<file path="src/rtl/uart_mem_loader.sv">
// UART boot loader: receives a 16-bit little-endian word count, then that many
// little-endian 32-bit words over 8N1 serial, and writes them to a memory load port.
module uart_mem_loader #(
    parameter int unsigned CLKS_PER_BIT   = 434,
    parameter int unsigned TIMEOUT_CYCLES = 1048576,
    parameter int unsigned MAX_WORDS      = 4096
) (
    input  logic        HCLK,
    input  logic        HRESETn,
    input  logic        RXD,
    output logic        WR,
    output logic [11:0] WRADDR,
    output logic [31:0] WRDATA,
    output logic        LOAD_DONE,
    output logic        CPU_RESETn,
    output logic        ERR
);

    localparam int unsigned BIT_W = $clog2(CLKS_PER_BIT);
    localparam int unsigned HALF  = CLKS_PER_BIT / 2;
    localparam int unsigned TMO_W = $clog2(TIMEOUT_CYCLES + 1);

    typedef enum logic [1:0] {RX_IDLE, RX_START, RX_DATA, RX_STOP} rx_state_e;
    typedef enum logic [1:0] {HDR_LO, HDR_HI, DATA, DONE} ld_state_e;

    // ---------------- synchronizer ----------------
    logic rxd_meta_q, rxd_sync_q, rxd_prev_q;

    always_ff @(posedge HCLK or negedge HRESETn) begin
        if (!HRESETn) begin
            rxd_meta_q <= 1'b1;
            rxd_sync_q <= 1'b1;
            rxd_prev_q <= 1'b1;
        end else begin
            rxd_meta_q <= RXD;
            rxd_sync_q <= rxd_meta_q;
            rxd_prev_q <= rxd_sync_q;
        end
    end

    // ---------------- receiver ----------------
    rx_state_e        rx_state_q, rx_state_d;
    logic [BIT_W-1:0] bit_cnt_q, bit_cnt_d;
    logic [2:0]       bit_idx_q, bit_idx_d;
    logic [7:0]       shift_q, shift_d;
    logic [7:0]       byte_q, byte_d;
    logic             byte_vld_q, byte_vld_d;
    logic             frm_err_q, frm_err_d;
    logic             half_hit_c, bit_hit_c;

    assign half_hit_c = (bit_cnt_q == BIT_W'(HALF - 1));
    assign bit_hit_c  = (bit_cnt_q == BIT_W'(CLKS_PER_BIT - 1));

    always_ff @(posedge HCLK or negedge HRESETn) begin
        if (!HRESETn) begin
            rx_state_q <= RX_IDLE;
            bit_cnt_q  <= '0;
            bit_idx_q  <= '0;
            shift_q    <= '0;
            byte_q     <= '0;
            byte_vld_q <= 1'b0;
            frm_err_q  <= 1'b0;
        end else begin
            rx_state_q <= rx_state_d;
            bit_cnt_q  <= bit_cnt_d;
            bit_idx_q  <= bit_idx_d;
            shift_q    <= shift_d;
            byte_q     <= byte_d;
            byte_vld_q <= byte_vld_d;
            frm_err_q  <= frm_err_d;
        end
    end

    always_comb begin
        rx_state_d = rx_state_q;
        bit_cnt_d  = bit_cnt_q + BIT_W'(1);
        bit_idx_d  = bit_idx_q;
        shift_d    = shift_q;
        byte_d     = byte_q;
        byte_vld_d = 1'b0;
        frm_err_d  = 1'b0;
        case (rx_state_q)
            RX_IDLE: begin
                bit_cnt_d = '0;
                if (rxd_prev_q && !rxd_sync_q) begin
                    rx_state_d = RX_START;
                end
            end
            RX_START: begin
                // A start bit that is high again at its midpoint was a glitch.
                if (half_hit_c) begin
                    bit_cnt_d  = '0;
                    bit_idx_d  = '0;
                    rx_state_d = rxd_sync_q ? RX_IDLE : RX_DATA;
                end
            end
            RX_DATA: begin
                if (bit_hit_c) begin
                    bit_cnt_d = '0;
                    shift_d   = {rxd_sync_q, shift_q[7:1]};
                    bit_idx_d = bit_idx_q + 3'd1;
                    if (bit_idx_q == 3'd7) begin
                        rx_state_d = RX_STOP;
                    end
                end
            end
            default: begin
                if (bit_hit_c) begin
                    bit_cnt_d  = '0;
                    rx_state_d = RX_IDLE;
                    if (rxd_sync_q) begin
                        byte_vld_d = 1'b1;
                        byte_d     = shift_q;
                    end else begin
                        frm_err_d = 1'b1;
                    end
                end
            end
        endcase
    end

    // ---------------- loader ----------------
    ld_state_e        state_q, state_d;
    logic [15:0]      count_q, count_d;
    logic [15:0]      idx_q, idx_d;
    logic [1:0]       lane_q, lane_d;
    logic [23:0]      buf_q, buf_d;
    logic [TMO_W-1:0] tmo_q, tmo_d;
    logic             wr_q, wr_d;
    logic [11:0]      wraddr_q, wraddr_d;
    logic [31:0]      wrdata_q, wrdata_d;
    logic             err_q, err_d;
    logic             done_q, done_d;
    logic             cpu_rst_n_q, cpu_rst_n_d;
    logic [15:0]      hdr_c;
    logic             tmo_hit_c;

    assign hdr_c     = {byte_q, count_q[7:0]};
    assign tmo_hit_c = (tmo_q == TMO_W'(TIMEOUT_CYCLES - 1));

    always_ff @(posedge HCLK or negedge HRESETn) begin
        if (!HRESETn) begin
            state_q     <= HDR_LO;
            count_q     <= '0;
            idx_q       <= '0;
            lane_q      <= '0;
            buf_q       <= '0;
            tmo_q       <= '0;
            wr_q        <= 1'b0;
            wraddr_q    <= '0;
            wrdata_q    <= '0;
            err_q       <= 1'b0;
            done_q      <= 1'b0;
            cpu_rst_n_q <= 1'b0;
        end else begin
            state_q     <= state_d;
            count_q     <= count_d;
            idx_q       <= idx_d;
            lane_q      <= lane_d;
            buf_q       <= buf_d;
            tmo_q       <= tmo_d;
            wr_q        <= wr_d;
            wraddr_q    <= wraddr_d;
            wrdata_q    <= wrdata_d;
            err_q       <= err_d;
            done_q      <= done_d;
            cpu_rst_n_q <= cpu_rst_n_d;
        end
    end

    always_comb begin
        state_d  = state_q;
        count_d  = count_q;
        idx_d    = idx_q;
        lane_d   = lane_q;
        buf_d    = buf_q;
        tmo_d    = tmo_q + TMO_W'(1);
        wr_d     = 1'b0;
        wraddr_d = wraddr_q;
        wrdata_d = wrdata_q;
        err_d    = err_q;
        case (state_q)
            HDR_LO: begin
                tmo_d = '0;
                if (byte_vld_q) begin
                    count_d[7:0] = byte_q;
                    state_d      = HDR_HI;
                end
            end
            HDR_HI: begin
                // A received byte wins over a timeout expiring in the same cycle.
                if (byte_vld_q) begin
                    tmo_d   = '0;
                    count_d = hdr_c;
                    if (hdr_c == 16'd0) begin
                        state_d = DONE;
                    end else if (32'(hdr_c) > MAX_WORDS) begin
                        err_d   = 1'b1;
                        state_d = HDR_LO;
                    end else begin
                        err_d   = 1'b0;
                        idx_d   = '0;
                        lane_d  = '0;
                        buf_d   = '0;
                        state_d = DATA;
                    end
                end else if (tmo_hit_c) begin
                    err_d   = 1'b1;
                    state_d = HDR_LO;
                end
            end
            DATA: begin
                if (wr_q && (idx_q == count_q)) begin
                    state_d = DONE;
                end else if (byte_vld_q) begin
                    tmo_d  = '0;
                    lane_d = lane_q + 2'd1;
                    case (lane_q)
                        2'd0:    buf_d[7:0]   = byte_q;
                        2'd1:    buf_d[15:8]  = byte_q;
                        2'd2:    buf_d[23:16] = byte_q;
                        default: begin
                            wr_d     = 1'b1;
                            wraddr_d = idx_q[11:0];
                            wrdata_d = {byte_q, buf_q};
                            idx_d    = idx_q + 16'd1;
                        end
                    endcase
                end else if (tmo_hit_c) begin
                    err_d   = 1'b1;
                    state_d = HDR_LO;
                end
            end
            default: tmo_d = '0;
        endcase
        if (frm_err_q && (state_q != DONE)) begin
            err_d   = 1'b1;
            state_d = HDR_LO;
        end
        done_d      = (state_d == DONE);
        cpu_rst_n_d = (state_d == DONE);
    end

    assign WR         = wr_q;
    assign WRADDR     = wraddr_q;
    assign WRDATA     = wrdata_q;
    assign LOAD_DONE  = done_q;
    assign CPU_RESETn = cpu_rst_n_q;
    assign ERR        = err_q;

endmodule

</file>
<file path="config.mk">
export PLATFORM = sky130hd
export DESIGN_NAME = uart_mem_loader
export DESIGN_NICKNAME = d
export VERILOG_FILES = /design/src/rtl/uart_mem_loader.sv
export SDC_FILE = /design/constraint.sdc
export NUM_CORES = 1
export LEC_CHECK = 0
export BUFFER_PORTS_ARGS = -buffer_cell sky130_fd_sc_hd__buf_4
export CAP_MARGIN = 20
export CORE_MARGIN = 2
export CORE_UTILIZATION = 45
export CTS_BUF_LIST = sky130_fd_sc_hd__clkbuf_4 sky130_fd_sc_hd__clkbuf_8
export DETAILED_ROUTE_END_ITERATION = 6
export REMOVE_ABC_BUFFERS = 1
export SYNTH_ARGS = -nofsm -noshare
export SYNTH_HDL_FRONTEND = slang
export SYNTH_SLANG_ARGS = --single-unit
</file>
<file path="constraint.sdc">
create_clock -name HCLK -period 3 [get_ports HCLK]
set_input_delay 0.3 -clock HCLK [delete_from_list [all_inputs] [get_ports HCLK]]
set_output_delay 0.3 -clock HCLK [all_outputs]
set_load 0.005 [all_outputs]
</file>
==> results.yml <==
run_status:
  outcome: "completed"
route:
  drt_iter0_drc: 270
  via_per_inst: 5.39
  num_vias: 5093
  drc: 0
  detail_route.wl_per_cell_um: 16.7
  first_pass_iters: 4
  wl_um: 15800
  antenna_left: 0
layout:
  areaGrowthSynthToFinish_pct: 14.6
  layout_common_cells: "dfrtp_1, mux2_2, nand2_1"
  final-seq-area_sq_um: 4080
  final_common_cell: "dfrtp_1"
  fillers: 1493
  post-route-util: 0.524
  nets: 731
  drive_gt1_frac: 0.263
  antennaDiodeCount: 0
  multi_input_comb_area_sq_um: 3220
sta:
  min_period_ns: 2.80
  worst_pin_slew_ns: 0.673
  rsz0062_at_grt: "false"
  slew_headroom: 0.548
  setup_ws_ns: 0.197
  period_share: 0.934
  finalSetupViolCount: 0
  clock_skew_ns: 0.0161
  final_max_slew_viol_count: 0
  final_hold_viol_count: 0
  fmax_mhz: 357
synth:
  syn_inst: 653
  synthTopCellsByArea: "dfrtp_1, mux2_2, xnor2_1"
  yosysTopAreaCellShare: 0.532
  synth_top_area_cell: "dfrtp_1"
  synth_edf_count: 0
  syn_avg_cell_area_sq_um: 11.5
  ys_types: 61
  synth_top_flop_cell: "dfrtp_1"
  yosys_warnings: 0
  ys_ff_latch: 163
  syn_area_sq_um: 7530
  synthArstFlopShare: 1.00
  ys_seq_area_frac: 0.542
clocking:
  htreeDepth: 4
  cts_buffers: 17
  ctsHoldBuffers: 2
  cts_root_buffer: "clkbuf_8"
  post-cts-setup-buffers: 0
  clk_pin_slew_ns: 0.08
  cts_resized: 0
  cts_sinks: 163
  cts_tree: "built"
  clk_latency_ns: 0.46
  cts_buffer_depth: 2
floorplanning:
  initial_utilization: 0.457
  die-height_um: 133
  core_area_sq_um: 16500
  pin_count: 51
  fp-row-count: 47
  dieArea_sq_um: 17800
  dieWidth_um: 133
pwr:
  ir_drop_mv: 0.233
  p_leak_nw: 4.10
  p_total_mw: 4.11
  power_density_nw_per_um2: 476
worst_setup_path:
  cp_data_required_time_ns: 3.38
  slowest_stage: "or4_1"
  critPathKind: "flop to flop"
  slowest_delay_ns: 0.54
  cp.arrival_ns: 3.18
  critPathMaxFanout: 12
  setup.worst_path.end_class: "flop"
  path_cells: "inv_1 -> ha_1 -> or4b_4 -> a21oi_4 -> o211a_1 -> nand2_1 -> or4_1 -> a21oi_1"
  critPathLaunchType: "flop"
grt:
  track_usage: 0.192
  gr-total-overflow: 0
  grt_antenna_before_repair: 0
  grt_pass1_vias: 5186
  grt_max_degree: 68
  grt_pass1_wl_um: 26900
placement:
  place_ws_ns: 0.299
  dp.final_hpwl_um: 11200
  gp_congestion: 0.901
  io_buffers: 50
job:
  drv_cap: 0
hold_path:
  min_path_type: "flop to flop"
## power by group
part	internal [mW]	total (mW)	leakage, nW	switching (mW)
sequential	2.22	2.26	2.26	0.0412
combinational	0.0621	0.166	1.62	0.104
clock	0.901	1.68	0.214	0.776
total	3.19	4.11	4.10	0.921
## kinds of logic (layout without fill, tap and decap cells)
group / after synthesis / count (layout) / share of synthesized area
mux: 97 / 97 / 0.142
buf+inv: 48 / 120 / 0.0293
fa+ha+maj: 16 / 16 / 0.0266
simple gates: 209 / 209 / 0.139
flops: 163 / 163 / 0.542
compound gates: 79 / 79 / 0.0728
xor+xnor: 41 / 41 / 0.0477
## worst max-delay path, delay by kind of cell, from the launching register on
kind	cells	cell delay [ns]
adder cells (fa/ha/maj)	1	0.30
AO/OA/AOI/OAI	3	0.54
AND/OR/NAND/NOR	3	1.29
flip-flops	1	0.46
buffers and inverters	1	0.13
## final cells by class
class,instances,share of cell area
sequential,163,0.473
multi-input combinational,442,0.374
timing repair buffer,69,0.0640
clock buffer,23,0.0338
tap,220,0.0319
clock inverter,9,0.0149
inverter,19,0.00827
## stage by stage
step                TNS (ns)  instance area, sq um  hold WS [ns]  std cells
floorplan             -15.07                  7380       0.00441        624
CTS                        0                  8620         0.360        945
global route               0                  8620         0.368        945
detailed placement         0                  8180         0.346        911
global placement           0                  8180         0.341        911
finish                     0                  8620         0.360        945
## layer usage
| layer | up-vias | global-route usage | wire length (um) |
|---|---|---|---|
| li1 | 2423 | - | - |
| met1 | 2561 | 0.255 | 7260 |
| met2 | 87 | 0.310 | 7790 |
| met3 | 22 | 0.0453 | 497 |
| met4 | 0 | 0.0656 | 271 |
| met5 | - | 0 | 0 |
## registers in the layout (all words and copies together) (netlist names), 9 cells and up
name       count
WRADDR        12
WRDATA        32
bit_cnt_q      9
buf_q         24
count_q       16
idx_q         16
tmo_q         21
## final timing paths
check,from,to,slack [ns],cells past startpoint
setup / recovery,state_q[1]$_DFF_PN0_,idx_q[13]$_DFFE_PN0P_,0.20,8
hold / removal,rxd_meta_q$_DFF_PN1_,rxd_sync_q$_DFF_PN1_,0.36,0
setup reg to reg,state_q[1]$_DFF_PN0_,idx_q[13]$_DFFE_PN0P_,0.20,8
hold reg to reg,rxd_meta_q$_DFF_PN1_,rxd_sync_q$_DFF_PN1_,0.36,0
max in group asynchronous,HRESETn,rxd_prev_q$_DFF_PN1_,1.83,3
min in group asynchronous,HRESETn,WRADDR[3]$_DFFE_PN0P_,0.42,2
## synthesized netlist by cell type, types with 17 or more instances
library cell / instances
o21ai_0: 17
clkbuf_1: 17
inv_1: 19
nand2_1: 67
nor2_1: 44
mux2_2: 76
nand3_1: 17
mux2i_1: 20
xnor2_1: 30
dfrtp_1: 160
No activity file was read; power rests on OpenSTA's default activity.
